[src/rtl/des_pkg.sv]
// Shared constants and FSM encoding for the DES byte-stream controller.
// Byte lanes are MSB first: byte 0 occupies the top lane of a 64-bit block.
package des_pkg;

  localparam int BLOCK_BYTES = 8;
  localparam int DES_LATENCY = 2;
  localparam int BYTE_W      = 8;
  localparam int BLOCK_W     = BLOCK_BYTES * BYTE_W;

  // Lane helpers: first/last byte index and the bit position of the top lane.
  localparam logic [2:0] FIRST_BYTE  = 3'd0;
  localparam logic [2:0] LAST_BYTE   = 3'(BLOCK_BYTES - 1);
  localparam int         MSB_LANE_LO = BLOCK_W - BYTE_W;

  // DES_LATENCY edges from the LOAD edge: the LOAD edge plus DES_LATENCY-1 WAIT edges.
  localparam int               WAIT_W    = 4;
  localparam logic [WAIT_W-1:0] WAIT_LAST = WAIT_W'(DES_LATENCY - 2);

  typedef enum logic [1:0] {
    ST_COLLECT = 2'd0,
    ST_LOAD    = 2'd1,
    ST_WAIT    = 2'd2,
    ST_EMIT    = 2'd3
  } des_state_e;

endpackage

[src/rtl/des_stream_ctrl_if.sv]
// Byte-stream input and output channels of the DES controller.
// valid/ready: a byte moves on a rising edge where valid=1 and ready=1; once the
// source raises valid, byte and valid stay unchanged until that transfer edge.
interface des_stream_ctrl_if;
  logic [7:0] in_byte;
  logic       in_key;
  logic       in_valid;
  logic       in_ready;
  logic [7:0] out_byte;
  logic       out_valid;
  logic       out_ready;

  modport master (
    output in_byte, in_key, in_valid, out_ready,
    input  in_ready, out_byte, out_valid
  );

  modport slave (
    input  in_byte, in_key, in_valid, out_ready,
    output in_ready, out_byte, out_valid
  );
endinterface

[src/rtl/des_byte_serializer.sv]
// Output shift register: loads a 64-bit result and emits it MSB byte first
// on a valid/ready stream, stalling indefinitely while ready is low.
module des_byte_serializer
  import des_pkg::*;
(
  input  logic               clk,
  input  logic               reset,
  input  logic               load_i,
  input  logic [BLOCK_W-1:0] data_i,
  output logic [BYTE_W-1:0]  out_byte_o,
  output logic               out_valid_o,
  input  logic               out_ready_i,
  output logic               done_o
);

  logic [BLOCK_W-1:0] sh_q, sh_d;
  logic [2:0]         cnt_q, cnt_d;
  logic               valid_q, valid_d;
  logic               fire;

  always_comb begin
    sh_d    = sh_q;
    cnt_d   = cnt_q;
    valid_d = valid_q;
    fire    = valid_q && out_ready_i;
    done_o  = fire && (cnt_q == LAST_BYTE);

    if (load_i) begin
      sh_d    = data_i;
      cnt_d   = FIRST_BYTE;
      valid_d = 1'b1;
    end else if (fire) begin
      sh_d  = {sh_q[MSB_LANE_LO-1:0], {BYTE_W{1'b0}}};
      cnt_d = cnt_q + 3'd1;
      // Last byte leaves on this edge; the counter wraps naturally to 0.
      if (cnt_q == LAST_BYTE) valid_d = 1'b0;
    end
  end

  always_ff @(posedge clk) begin
    if (reset) begin
      sh_q    <= '0;
      cnt_q   <= '0;
      valid_q <= 1'b0;
    end else begin
      sh_q    <= sh_d;
      cnt_q   <= cnt_d;
      valid_q <= valid_d;
    end
  end

  assign out_byte_o  = sh_q[BLOCK_W-1:MSB_LANE_LO];
  assign out_valid_o = valid_q;

endmodule

[src/rtl/des_stream_ctrl.sv]
// Single-block-in-flight ECB controller around the DES core: assembles key and
// data blocks from a byte stream, loads the core, and serialises the result.
module des_stream_ctrl
  import des_pkg::*;
(
  input  logic               clk,
  input  logic               reset,
  des_stream_ctrl_if.slave   s,
  output logic               des_load,
  output logic [BLOCK_W-1:0] des_key,
  output logic [BLOCK_W-1:0] des_data,
  input  logic [BLOCK_W-1:0] des_result,
  output logic               key_loaded,
  output logic               err_nokey,
  output logic               busy,
  output des_state_e         dbg_state_o
);

  des_state_e         state_q, state_d;
  logic [2:0]         cnt_q, cnt_d;
  logic               blk_is_key_q, blk_is_key_d;
  logic [BLOCK_W-1:0] blk_q, blk_d;
  logic [BLOCK_W-1:0] key_q, key_d;
  logic               key_loaded_q, key_loaded_d;
  logic               err_q, err_d;
  logic [BLOCK_W-1:0] dkey_q, dkey_d;
  logic [BLOCK_W-1:0] ddata_q, ddata_d;
  logic [WAIT_W-1:0]  wait_q, wait_d;
  logic               is_key;
  logic               ser_load;
  logic               ser_done;

  always_comb begin
    state_d      = state_q;
    cnt_d        = cnt_q;
    blk_is_key_d = blk_is_key_q;
    blk_d        = blk_q;
    key_d        = key_q;
    key_loaded_d = key_loaded_q;
    err_d        = 1'b0;
    dkey_d       = dkey_q;
    ddata_d      = ddata_q;
    wait_d       = wait_q;
    ser_load     = 1'b0;
    is_key       = (cnt_q == FIRST_BYTE) ? s.in_key : blk_is_key_q;

    unique case (state_q)
      ST_COLLECT: begin
        if (s.in_valid) begin
          // A data block cannot start without a key: drop the byte, stay at byte 0.
          if (!is_key && !key_loaded_q) begin
            err_d = 1'b1;
          end else begin
            blk_d = {blk_q[BLOCK_W-BYTE_W-1:0], s.in_byte};
            cnt_d = cnt_q + 3'd1;
            if (cnt_q == FIRST_BYTE) blk_is_key_d = s.in_key;
            if (cnt_q == LAST_BYTE) begin
              if (is_key) begin
                key_d        = blk_d;
                key_loaded_d = 1'b1;
              end else begin
                // Core inputs change only here, so they hold from LOAD to the next LOAD.
                dkey_d  = key_q;
                ddata_d = blk_d;
                state_d = ST_LOAD;
              end
            end
          end
        end
      end
      ST_LOAD: begin
        wait_d  = '0;
        state_d = ST_WAIT;
      end
      ST_WAIT: begin
        wait_d = wait_q + 1'b1;
        if (wait_q == WAIT_LAST) begin
          ser_load = 1'b1;
          state_d  = ST_EMIT;
        end
      end
      ST_EMIT: begin
        if (ser_done) state_d = ST_COLLECT;
      end
      default: state_d = ST_COLLECT;
    endcase
  end

  always_ff @(posedge clk) begin
    if (reset) begin
      state_q      <= ST_COLLECT;
      cnt_q        <= '0;
      blk_is_key_q <= 1'b0;
      blk_q        <= '0;
      key_q        <= '0;
      key_loaded_q <= 1'b0;
      err_q        <= 1'b0;
      dkey_q       <= '0;
      ddata_q      <= '0;
      wait_q       <= '0;
    end else begin
      state_q      <= state_d;
      cnt_q        <= cnt_d;
      blk_is_key_q <= blk_is_key_d;
      blk_q        <= blk_d;
      key_q        <= key_d;
      key_loaded_q <= key_loaded_d;
      err_q        <= err_d;
      dkey_q       <= dkey_d;
      ddata_q      <= ddata_d;
      wait_q       <= wait_d;
    end
  end

  des_byte_serializer u_ser (
    .clk         (clk),
    .reset       (reset),
    .load_i      (ser_load),
    .data_i      (des_result),
    .out_byte_o  (s.out_byte),
    .out_valid_o (s.out_valid),
    .out_ready_i (s.out_ready),
    .done_o      (ser_done)
  );

  assign s.in_ready   = (state_q == ST_COLLECT);
  assign des_load     = (state_q == ST_LOAD);
  assign des_key      = dkey_q;
  assign des_data     = ddata_q;
  assign key_loaded   = key_loaded_q;
  assign err_nokey    = err_q;
  assign busy         = (state_q != ST_COLLECT);
  assign dbg_state_o  = state_q;

endmodule
[src/flat_wrapper.sv]
// flat-port wrapper written by rule: the top's interface ports become plain ports
module des_stream_ctrl_flat import des_pkg::*;
  (clk, reset, des_load, des_key, des_data, des_result, key_loaded, err_nokey, busy, dbg_state_o, s_in_byte, s_in_key, s_in_valid, s_out_ready, s_in_ready, s_out_byte, s_out_valid);
  des_stream_ctrl_if s_i ();
  input  logic clk;
  input  logic reset;
  output logic des_load;
  output logic [BLOCK_W-1:0] des_key;
  output logic [BLOCK_W-1:0] des_data;
  input  logic [BLOCK_W-1:0] des_result;
  output logic key_loaded;
  output logic err_nokey;
  output logic busy;
  output des_state_e dbg_state_o;
  input wire logic [$bits(s_i.in_byte)-1:0] s_in_byte;
  input wire logic [$bits(s_i.in_key)-1:0] s_in_key;
  input wire logic [$bits(s_i.in_valid)-1:0] s_in_valid;
  input wire logic [$bits(s_i.out_ready)-1:0] s_out_ready;
  output wire logic [$bits(s_i.in_ready)-1:0] s_in_ready;
  output wire logic [$bits(s_i.out_byte)-1:0] s_out_byte;
  output wire logic [$bits(s_i.out_valid)-1:0] s_out_valid;
  assign s_i.in_byte = s_in_byte;
  assign s_i.in_key = s_in_key;
  assign s_i.in_valid = s_in_valid;
  assign s_i.out_ready = s_out_ready;
  assign s_in_ready = s_i.in_ready;
  assign s_out_byte = s_i.out_byte;
  assign s_out_valid = s_i.out_valid;
  des_stream_ctrl u_core (.clk(clk), .reset(reset), .s(s_i), .des_load(des_load), .des_key(des_key), .des_data(des_data), .des_result(des_result), .key_loaded(key_loaded), .err_nokey(err_nokey), .busy(busy), .dbg_state_o(dbg_state_o));
endmodule
[config.mk]
export PLATFORM = sky130hd
export DESIGN_NAME = des_stream_ctrl_flat
export DESIGN_NICKNAME = d
export VERILOG_FILES = /design/src/rtl/des_pkg.sv /design/src/rtl/des_stream_ctrl_if.sv /design/src/rtl/des_byte_serializer.sv /design/src/rtl/des_stream_ctrl.sv /design/src/flat_wrapper.sv
export SDC_FILE = /design/constraint.sdc
export NUM_CORES = 1
export LEC_CHECK = 0
export CORE_UTILIZATION = 54
export CTS_CLUSTER_DIAMETER = 30
export DETAILED_ROUTE_END_ITERATION = 10
export PLACE_DENSITY = 0.78
export SETUP_SLACK_MARGIN = 0.02
export SYNTH_ARGS = -nofsm -noshare
export SYNTH_HDL_FRONTEND = slang
export SYNTH_HIERARCHICAL = 1
export SYNTH_SLANG_ARGS = --single-unit
[constraint.sdc]
create_clock -name clk -period 4.2 [get_ports clk]
set_input_delay 0.84 -clock clk [delete_from_list [all_inputs] [get_ports clk]]
set_output_delay 0.84 -clock clk [all_outputs]
set_load 0.01 [all_outputs]
# == Yosys cells after proc, flatten, opt, wreduce, memory -nomap -nowiden ==
# Cells that the tools add are included.
# op_classes
add_sub_neg,3
n_reduce_logical,19
bitwise,4
n_mux,17
n_eq_ne,11
# op_table
operator,count
$mux W64,2
$mux W2,6
$reduce_and A5 Y1,2
$pmux W2 S4,1
$pmux W4 S2,1
$reduce_bool A2 Y1,4
$mux W1,7
$add A3 B1 Y3 const B,2
$eq A3 B3 Y1 const B,2
$ne A2 B1 Y1 const B,3
$ne A2 B2 Y1 const B,3
$reduce_and A6 Y1,1
$add A4 B1 Y4 const B,1
$eq A2 B2 Y1 const B,2
$logic_not A4 Y1,1
$not A1 Y1,4
$logic_and A1 B1 Y1,3
$logic_not A3 Y1,1
$reduce_and A3 Y1,1
$reduce_or A3 Y1,1
$eq A2 B1 Y1 const B,1
$logic_not A1 Y1,2
$logic_not A2 Y1,1
$reduce_and A2 Y1,1
$reduce_or A2 Y1,1
# totals
in_bits,77
wordCells,67
ff_bits,328

# == Longest topological paths before layout ==
# Gate-level depths: netlist (run 1).
# logic_depth
depth_word,7
depth_mapped,10
depth_no_buf,7

# == Cells and area by module ==
# The synthesis (run 1) kept the hierarchy.
# modules_own_cells
mod,cells_each,n_inst,area_each_um2
des_stream_ctrl,1127,1,9658.0
des_byte_serializer,379,1,3258.1

# == Least setup slack after synthesis (run 1) ==
# OpenSTA, ideal clock, no wires.
# synth_timing
kind,input to register
from,in s_out_ready
to,reg u_core.state_q[0] (netlist: u_core/dbg_state_o[0])
path_buffers,0
slack_ns,2.198
cell_stages,5
arrival_time_ns,1.932
path_cell_list,and3_1 > and2b_2 > a221o_1 > or3_1 > a21oi_1
# synth_between
elab_chain_len,4
# synth_lines
element,line,source
"start, declared",flat_wrapper.sv:18,input wire logic [$bits(s_i.out_ready)-1:0] s_out_ready;
$logic_and A1 B1 Y1,des_byte_serializer.sv:25,fire = valid_q && out_ready_i;
$logic_and A1 B1 Y1,des_byte_serializer.sv:26,done_o = fire && (cnt_q == LAST_BYTE);
$ne A2 B1 Y1 (no line),n/a,
$reduce_and A6 Y1 (no line),n/a,
"end signal, assigned",des_stream_ctrl.sv:102,state_q <= state_d;
"end, declared",des_stream_ctrl.sv:19,"des_state_e state_q, state_d;"
# Every way passes these cells.
# A chain may end at the register's enable or synchronous reset.

# == Worst setup path after layout (run 1) ==
# layout_timing
from,reg u_core.state_q[0] (netlist: u_core/dbg_state_o[0])
to,out busy
# layout_between
elab_chain_len,1
# layout_lines
element,line,source
$reduce_bool A2 Y1,des_stream_ctrl.sv:132,assign busy = (state_q != ST_COLLECT);
"end, declared",flat_wrapper.sv:13,output logic busy;
# Every way passes these cells.

==> results of run 1 <==
==> where the power goes <==
group / internal, mW / total, mW / switching (mW)
Combinational: 0.124 / 0.298 / 0.174
Clock: 3.10 / 4.63 / 1.53
Sequential: 3.13 / 3.14 / 0.00961
Total: 6.36 / 8.07 / 1.71
==> cell usage after synthesis (7+ instances only) <==
library cell	number
inv_1	68
dfxtp_1	328
buf_1	7
nand3_1	67
nand2b_1	68
a2111oi_2	12
o21ai_0	68
mux2i_1	60
nor2_1	8
buf_2	45
a21oi_1	208
nor3_1	115
a2111oi_1	44
clkbuf_1	66
nand2_1	272
nand3b_1	9
ha_1	12
buf_4	21
==> final cells by class <==
type / instances / area (um^2)
clock buffer: 76 / 1640
sequential: 328 / 6570
clock inverter: 28 / 348
timing repair buffer: 239 / 2400
inverter: 68 / 255
antenna: 1 / 2.50
tap: 319 / 399
multi-input combinational: 968 / 5460
fill: 1764 / 6400
==> placed cells by master, fill, tap and decap left out, types with 9 or more instances in the layout <==
master / count
dfxtp_1: 328
nand2_1: 271
clkdlybuf4s50_1: 219
a21oi_1: 207
nor3_1: 115
inv_1: 68
nand2b_1: 68
o21ai_0: 68
nand3_1: 66
mux2i_1: 60
clkbuf_16: 58
a2111oi_1: 44
buf_4: 15
clkbuf_8: 12
ha_1: 12
a2111oi_2: 12
nand3b_1: 9
==> registers in the layout, summed over array words and instances (netlist names) <==
| register | flops |
|---|---|
| u_core/blk_is_key_q | 1 |
| u_core/blk_q | 56 |
| u_core/cnt_q | 3 |
| u_core/dbg_state_o | 2 |
| u_core/des_data | 64 |
| u_core/des_key | 64 |
| u_core/err_nokey | 1 |
| u_core/key_loaded | 1 |
| u_core/key_q | 64 |
| u_core/u_ser/cnt_q | 3 |
| u_core/u_ser/out_valid_o | 1 |
| u_core/u_ser/sh_q | 64 |
| u_core/wait_q | 4 |
==> kinds of logic after synthesis <==
| group | share of synthesized area [%] |
|---|---|
| AO/OA/AOI/OAI | 16.1 |
| AND/OR/NAND/NOR | 19.8 |
| flip-flops | 50.8 |
| multiplexers | 4.74 |
| XOR/XNOR | 0.0678 |
| buffers and inverters | 7.28 |
| adder cells (fa/ha/maj) | 1.16 |
==> per-stage QoR <==
step,power [mW],std cells,setup WS (ps),area [um^2],util [%]
floorplan,3.37,1506,2200,12900,-
global placement,3.49,1922,1200,15100,64.3
detailed placement,3.49,1922,1160,15100,64.3
CTS,8.12,2026,1230,17100,72.7
global route,8.30,2026,1170,17100,72.7
finish,8.07,2027,1260,17100,72.7
==> worst paths after layout <==
| check | from | end | slack (ps) | cells past startpoint |
|---|---|---|---|---|
| worst min-delay path | u_core/key_q[11] | u_core/des_key[11] | 440 | 2 |
| worst min register to register | u_core/key_q[11] | u_core/des_key[11] | 440 | 2 |
| worst max register to register | u_core/dbg_state_o[0] | u_core/u_ser/sh_q[26] | 1560 | 7 |
| worst max-delay path | u_core/dbg_state_o[0] | busy | 1260 | 4 |
==> routing by layer <==
metal	share of wire (%)	routed length [um]	vias up	GRT usage (%)
li1	-	-	5482	-
met1	43	14000	5244	32.8
met2	48	15800	379	44.1
met3	6.6	2140	50	6.23
met4	2.3	739	0	10.2
met5	0	0	-	0
==> critical path, delay by kind of cell, from the launching register on <==
family,cells,cell delay (ps)
buffers and inverters,3,760
flip-flops,1,440
adder cells (fa/ha/maj),1,370
==> results.txt, run 1 <==
RSZ-0062 raised after global routing: no
Worst slew margin: 21.1%
Starting Density: 55.0%
Total GRT Usage: 26.4%
Synthesis-stage register bit count: 328
Hold Crit Class: flop to flop
CTS Buf Count: 56
Die height: 157 um
Initial antenna violation count: 0
Post-DRT Antenna Nets: 0
Syn Area/Cell: 8.58 um^2
Setup CP Type: flop to output port
Ratio of cells with drive above 1 in the final layout: 8.32%
Hpwl dp: 20100 um
Yosys top cell area share: 50.8%
Longest Clk Path Bufs: 3
Root Driver: clkbuf_16
Crit-path slowest cell: clkdlybuf4s50_1
Setup crit start kind: flop
TritonCTS clock tree: done
Leakage: 6.01 nW
First-pass GRT wire length: 52600 um
Via Count: 11200
Worst EP arrival: 2100 ps
Resized Gates After CTS: 0
Fmax achieved: 0.340 GHz
Fin. max-slew vios: 0
EDFF count, synth: 0
WP data required: 3360 ps
Largest net degree at the start of global routing: 189
Synth area leader: dfxtp_1
Total Wirelength: 32600 um
Die W: 157 um
Clk sinks: 328
Status: finished, final reports clean
Post-Syn Instances: 1506
DIE AREA: 24500 um^2
Biggest cell delay along the critical path: 540 ps
Drt first pass iters: 6
Gpl congestion: 0.792
PwrDens: 473 nW/um^2
Total number of H-tree levels: 2
Core box area: 23500 um^2
Area grow syn2layout: 32.2%
Final Hold Viols: 0
CP Capture Type: output port
Setup TNS Final: 0 ps
Top cells by area, synth: dfxtp_1 (51%), a21oi_1 (8.1%), nand2_1 (7.9%)
DRC viols: 0
Hold slack: 445 ps
Post-synth cell types: 42
Mapped Nets: 1595
Most common flop cell mapped by yosys: dfxtp_1
Max-Cap Viols: 0
Crit path time final: 2940 ps
Final setup viols: 0
Worst clock skew: 18.4 ps
Critical path fanouts, max: 9
Worst-skew pair later-pin latency: 550 ps
DR iter-0 viols: 823
IO Port Bufs: 220
Fin crit share: 70.0%
Worst vdd ir: 0.000278 V
Row count: 56
Slew at the pin closest to its max-slew limit: 1180 ps
Register area share after synthesis: 50.8%
Vias in the first global route: 10900
Clock slew seen by the registers of the worst setup and hold paths: 50 ps
Grt ovf: 0
Most used cell, CP: inv_1
Hold-fix buffers, CTS: 0
Crit-path cells: inv_1, ha_1, inv_1, clkdlybuf4s50_1
Yosys warning count: 6
Setup bufs post-CTS: 0
Drt wl/cell: 16.1 um
Routed vias/inst: 5.50
FFs w/ async S/R, synth: 0%
# IOs: 221
Post-Syn Area: 12900 um^2
Nets: 1750
No activity file was read; power rests on OpenSTA's default activity.
==> run 2, diff against run 1 <==
--- a/config.mk
+++ b/config.mk
@@ -5,10 +5,10 @@
 export SDC_FILE = /design/constraint.sdc
 export NUM_CORES = 1
 export LEC_CHECK = 0
-export CORE_UTILIZATION = 54
+export CORE_UTILIZATION = 53
 export CTS_CLUSTER_DIAMETER = 30
 export DETAILED_ROUTE_END_ITERATION = 10
-export PLACE_DENSITY = 0.78
+export PLACE_DENSITY = 0.77
 export SETUP_SLACK_MARGIN = 0.02
 export SYNTH_ARGS = -nofsm -noshare
 export SYNTH_HDL_FRONTEND = slang
==> constraint.sdc (replaced) <==
create_clock -name clk -period 2.75 [get_ports clk]
set_input_delay 0.55 -clock clk [delete_from_list [all_inputs] [get_ports clk]]
set_output_delay 0.55 -clock clk [all_outputs]
set_load 0.01 [all_outputs]
==> run 2 against run 1 <==
Clock power grew 48%. Setup slack got worse by 1000 ps. Global-route usage increased by 0.56 points. Flip-flop and latch count did not move. Register-to-register slack worse by 1300 ps. Core utilization fell by 0.12 points. Power is 50% higher. Sequential power increased by 53%. Die area grew 1.9%. Count of clock-buffer cells in the layout shrank 5. Via count hardly changed. Hold slack is essentially flat. Critical path type unchanged. Largest power group unchanged.
==> results.txt, run 2 (synthesis results as in run 1) <==
Status: finished, final reports clean
Crit path time final: 2490 ps
Critical path origin: u_core/dbg_state_o[0]
Gate power share: 4.0%
R2R setup slack: 300 ps
Worst vdd ir: 0.000481 V
R2r startpoint: u_core/dbg_state_o[0]
Crit-path slowest cell: clkdlybuf4s50_1
Sw frac: 21.2%
Final setup viols: 0
Via Count: 11200
Vias in the first global route: 10800
Met3 usage: 4.76%
Largest net degree at the start of global routing: 128
GR peak layer: met2
Fmax achieved: 0.402 GHz
GR met2 Demand/Resource: 45.2%
Drt wl/cell: 16.3 um
Worst EP arrival: 1940 ps
Reg-to-Reg End: u_core/u_ser/sh_q[51]
Worst slew margin: 49.6%
Crit-path cells: inv_1, ha_2, inv_1, clkdlybuf4s50_1
Root Driver: clkbuf_16
Clock slew seen by the registers of the worst setup and hold paths: 50 ps
Setup CP Type: flop to output port
Commonest non-fill, non-tap cells in the layout: dfxtp_1 (328), nand2_1 (271), clkdlybuf4s50_1 (219)
Post-DRT Antenna Nets: 0
Most used cell, CP: inv_1
Nets: 1765
Hold-fix buffers, CTS: 0
Total number of H-tree levels: 2
IO Port Bufs: 220
DRC viols: 0
Slew at the pin closest to its max-slew limit: 756 ps
Sw Pwr: 2.57 mW
Longest Clk Path Bufs: 3
Hold Crit Start: u_core/key_q[47]
Finished Cell Area: 17200 um^2
First-pass GRT wire length: 54200 um
Die height: 158 um
DR iter-0 viols: 925
Routed vias/inst: 5.49
WP depth: 4
Max-Cap Viols: 0
Die W: 158 um
Worst-skew pair later-pin latency: 540 ps
Sequential Power Share: 39.5%
DIE AREA: 25000 um^2
Core box area: 23700 um^2
Row count: 56
CTS Buf Count: 56
Setup crit start kind: flop
GRT met1 Usage: 34.5%
Clk sinks: 328
Drt first pass iters: 8
Fin. max-slew vios: 0
Hpwl dp: 20800 um
Buf+Inv Stages, Crit Path: 3
Setup bufs post-CTS: 0
RSZ-0062 raised after global routing: no
CP Capture Type: output port
Total Wirelength: 33100 um
# IOs: 221
Gpl congestion: 0.794
Clock power share: 56.5%
Cell family with most CP delay: buffers and inverters
Total GRT Usage: 26.9%
Total power: 12.1 mW
TritonCTS clock tree: done
End point of the critical path: busy
WP data required: 2200 ps
Most common cell after layout, fill and taps aside: dfxtp_1
Initial antenna violation count: 1
Setup TNS Final: 0 ps
Biggest cell delay along the critical path: 530 ps
Area grow syn2layout: 33.1%
Starting Density: 54.5%
Grt ovf: 0
Leakage: 6.06 nW
Ratio of cells with drive above 1 in the final layout: 8.63%
Hold Crit Class: flop to flop
Fin crit share: 90.5%
Worst clock skew: 14.8 ps
P_int: 9.57 mW
Final Hold Viols: 0
Reg2reg path depth: 8
PwrDens: 706 nW/um^2
Post-Place Cell Area: 15300 um^2
Critical path fanouts, max: 9
## run 2: cell types whose count changed in the layout (fill, tap and decap cells not counted)
cell | before | now
buf_4 | 15 | 21
clkbuf_16 | 58 | 57
clkbuf_8 | 12 | 6
clkinvlp_4 | 5 | 7
ha_1 | 12 | 11
clkinv_8 | 1 | 0
clkinv_2 | 7 | 4
ha_2 | 0 | 1
clkbuf_1 | 6 | 8
bufinv_16 | 6 | 7
clkinv_4 | 5 | 3
buf_12 | 4 | 13
## run 2: how the worst min path moves through the flow
stage | slack (ps) | depth (start not counted) | to
after detailed placement | 440 | 2 | u_core/des_key[47]
after CTS | 440 | 2 | u_core/des_key[3]
final | 440 | 2 | u_core/des_key[47]
after global routing | 460 | 2 | u_core/des_key[52]
after global placement | 430 | 2 | u_core/des_key[3]
after floorplan | 430 | 2 | u_core/des_key[0]
## run 2: through the flow
| step | util, % | setup slack, ps | instances | hold slack (ps) |
|---|---|---|---|---|
| 2_1_floorplan | - | 798 | 1506 | 428 |
| 3_3_place_gp | 64.6 | 400 | 1937 | 433 |
| 3_5_place_dp | 64.6 | 271 | 1937 | 439 |
| 5_1_grt | 72.6 | 143 | 2034 | 461 |
| 6_report | 72.6 | 260 | 2034 | 445 |
| 4_1_cts | 72.6 | 128 | 2033 | 441 |
## run 2: power by group through the flow
stage	sequential (mW)	combinational (mW)	clock, mW
floorplan	4.88	0.261	0
global placement	4.89	0.478	0
finish	4.79	0.487	6.86
CTS	4.79	0.485	6.95
global route	4.79	0.521	7.20
detailed placement	4.89	0.482	0
## run 2: worst min-delay path: stages (launching register included)
cell and delay [ps]:
dfxtp_1 300, nand2_1 50, a21oi_1 50
## run 2: final cells by class
class                   count  area (um^2)
flip-flops and latches    328         6570
fillers                  1849         6480
multi-input cells         968         5470
repair buffers            254         2630
clock buffers              71         1540
well taps                 319          399
clock inverters            25          344
inverters                  68          255
diodes                      1         2.50
## run 2: routing by layer
layer	up-vias	wire, um
met5	-	0
met4	0	861
met3	72	1960
met2	384	15900
met1	5201	14400
li1	5502	-
## run 2: what timing repair did
item                       4_1_cts  5_1_grt
gates resized for setup          0        1
setup endpoints to repair        0        1
hold endpoints to repair         0        0
==> run 3, diff against run 2 <==
--- a/config.mk
+++ b/config.mk
@@ -5,7 +5,9 @@
 export SDC_FILE = /design/constraint.sdc
 export NUM_CORES = 1
 export LEC_CHECK = 0
-export CORE_UTILIZATION = 53
+export CELL_PAD_IN_SITES_DETAIL_PLACEMENT = 1
+export CELL_PAD_IN_SITES_GLOBAL_PLACEMENT = 2
+export CORE_UTILIZATION = 32
 export CTS_CLUSTER_DIAMETER = 30
 export DETAILED_ROUTE_END_ITERATION = 10
 export PLACE_DENSITY = 0.77
==> constraint.sdc (replaced) <==
create_clock -name clk -period 2.5 [get_ports clk]
set_input_delay 0.5 -clock clk [delete_from_list [all_inputs] [get_ports clk]]
set_output_delay 0.5 -clock clk [all_outputs]
set_load 0.01 [all_outputs]
==> run 3 against run 2 <==
Clock skew rose by 0.97 ps. Via count is 1.4% higher. First-iteration DRC count is 47% lower. Critical endpoint unchanged. Largest cell class unchanged.
==> results.txt, run 3 (synthesis results as in run 1) <==
Largest net degree at the start of global routing: 104
IO Port Bufs: 220
# IOs: 221
Clk sinks: 328
Worst-skew pair later-pin latency: 580 ps
Cell family with most CP delay: buffers and inverters
Post-Place Cell Area: 15700 um^2
Most common cell after layout, fill and taps aside: dfxtp_1
Reg-to-Reg End: u_core/u_ser/sh_q[10]
Longest Clk Path Bufs: 3
Most used cell, CP: inv_1
First-pass GRT wire length: 64100 um
Hold Crit Start: reset
Row count: 73
Final Hold Viols: 0
Starting Density: 32.5%
Hold Path Cell Cnt: 2
Fill count: 4468
Via Count: 11300
CTS Buf Count: 87
Finished Layout Cells: 2306
Hold Crit Class: input pin to flop
Initial antenna violation count: 1
Worst clock skew: 15.7 ps
Vias in the first global route: 11900
Worst EP arrival: 1880 ps
DR iter-0 viols: 487
Leakage: 6.71 nW
Biggest cell delay along the critical path: 530 ps
Total power: 17.3 mW
Die W: 203 um
Grt ovf: 0
Die height: 203 um
Max-Cap Viols: 0
Routed vias/inst: 4.91
Nets: 1801
Total Wirelength: 39700 um
Crit-path slowest cell: clkdlybuf4s50_1
Crit-path cells: inv_1, ha_4, inv_1, clkdlybuf4s50_1
RSZ-0062 raised after global routing: no
Setup CP Type: flop to output port
Hpwl dp: 24700 um
Total GRT Usage: 19.4%
Crit path time final: 2380 ps
WHS Endpoint: u_core/u_ser/out_valid_o
WP data required: 2000 ps
Setup crit start kind: flop
Core box area: 39700 um^2
Finished Cell Area: 18800 um^2
TritonCTS clock tree: done
Ratio of cells with drive above 1 in the final layout: 11.6%
Area grow syn2layout: 45.2%
Critical path fanouts, max: 7
Status: finished, final reports clean
Post-DRT Antenna Nets: 0
Final setup viols: 0
Fin crit share: 95.3%
CP Capture Type: output port
R2r startpoint: u_core/dbg_state_o[0]
Drt first pass iters: 4
DIE AREA: 41200 um^2
PwrDens: 925 nW/um^2
Worst slew margin: 55.1%
Final core utilization: 47.2%
R2R setup slack: 260 ps
Reg2reg path depth: 8
Slew at the pin closest to its max-slew limit: 673 ps
DP Cell Count: 2148
DRC viols: 0
Total number of H-tree levels: 3
Gpl congestion: 0.760
Root Driver: clkbuf_16
Buf+Inv Stages, Crit Path: 3
Fin. max-slew vios: 0
Commonest non-fill, non-tap cells in the layout: dfxtp_1 (327), nand2_1 (271), clkdlybuf4s50_1 (219)
Drt wl/cell: 17.2 um
# diodes: 0
Fmax achieved: 0.420 GHz
Clock slew seen by the registers of the worst setup and hold paths: 40 ps
Setup TNS Final: 0 ps
Worst vdd ir: 0.000529 V
-- run 3: cell count changes in the layout (fill, tap and decap cells not counted), sizes merged --
| cell | change |
|---|---|
| clkinvlp | -5 |
| clkinv | +12 |
| buf | +5 |
| diode | -1 |
| bufinv | +8 |
| clkbuf | +47 |
-- run 3: per-stage QoR --
step / hold WS (ps) / setup WS, ps
6_report: 372 / 119
5_1_grt: 419 / 41.4
4_1_cts: 378 / 34.7
3_5_place_dp: 444 / 103
3_3_place_gp: 436 / 132
2_1_floorplan: 428 / 548
-- run 3: metal layers --
layer / GRT usage (%) / vias to the layer above / routed length [um] / share of wire [%]
li1: - / 5590 / - / -
met1: 24.1 / 5451 / 18000 / 45
met2: 32.3 / 208 / 19000 / 48
met3: 5.23 / 69 / 1950 / 4.9
met4: 6.18 / 2 / 748 / 1.9
met5: 0 / - / 9 / 0.023
-- run 3: what timing repair did --
action / 4_1_cts / 5_1_grt
setup endpoints to repair: 2 / 1
buffers inserted: 0 / 0
resized for setup: 3 / 1
pin swaps: 0 / 0
hold buffers: 0 / 0
-- run 3: how the worst max path moves through the flow --
stage,from,to,slack (ps),cells after the start
CTS,u_core/dbg_state_o[1],busy,30,4
finish,u_core/dbg_state_o[0],busy,120,4
global placement,s_in_key,u_core/cnt_q[0],130,5
detailed placement,s_in_key,u_core/blk_q[7],100,6
global route,u_core/dbg_state_o[0],busy,40,4
floorplan,u_core/dbg_state_o[0],u_core/u_ser/sh_q[30],550,9
-- run 3: cell type report --
class / count / area, um^2 / share of cell area, %
flip-flops and latches: 328 / 6570 / 35.0
multi-input cells: 968 / 5480 / 29.2
repair buffers: 259 / 2760 / 14.7
clock buffers: 118 / 2450 / 13.0
well taps: 525 / 657 / 3.50
clock inverters: 40 / 596 / 3.17
inverters: 68 / 255 / 1.36
-- run 3: power by group --
| group | switching [mW] | total, mW | leakage (nW) | internal [mW] |
|---|---|---|---|---|
| clock | 3.19 | 11.5 | 1.50 | 8.29 |
| combinational | 0.329 | 0.582 | 2.57 | 0.253 |
| sequential | 0.0158 | 5.29 | 2.64 | 5.27 |
| total | 3.53 | 17.3 | 6.71 | 13.8 |
-- run 3: worst register-to-register path: stages (launching register included) --
cell and delay, ps:
dfxtp_2 350, inv_1 150, ha_1 190, inv_1 80
nor4b_2 360, buf_12 250, buf_4 270, nor3_1 90
a2111oi_1 380
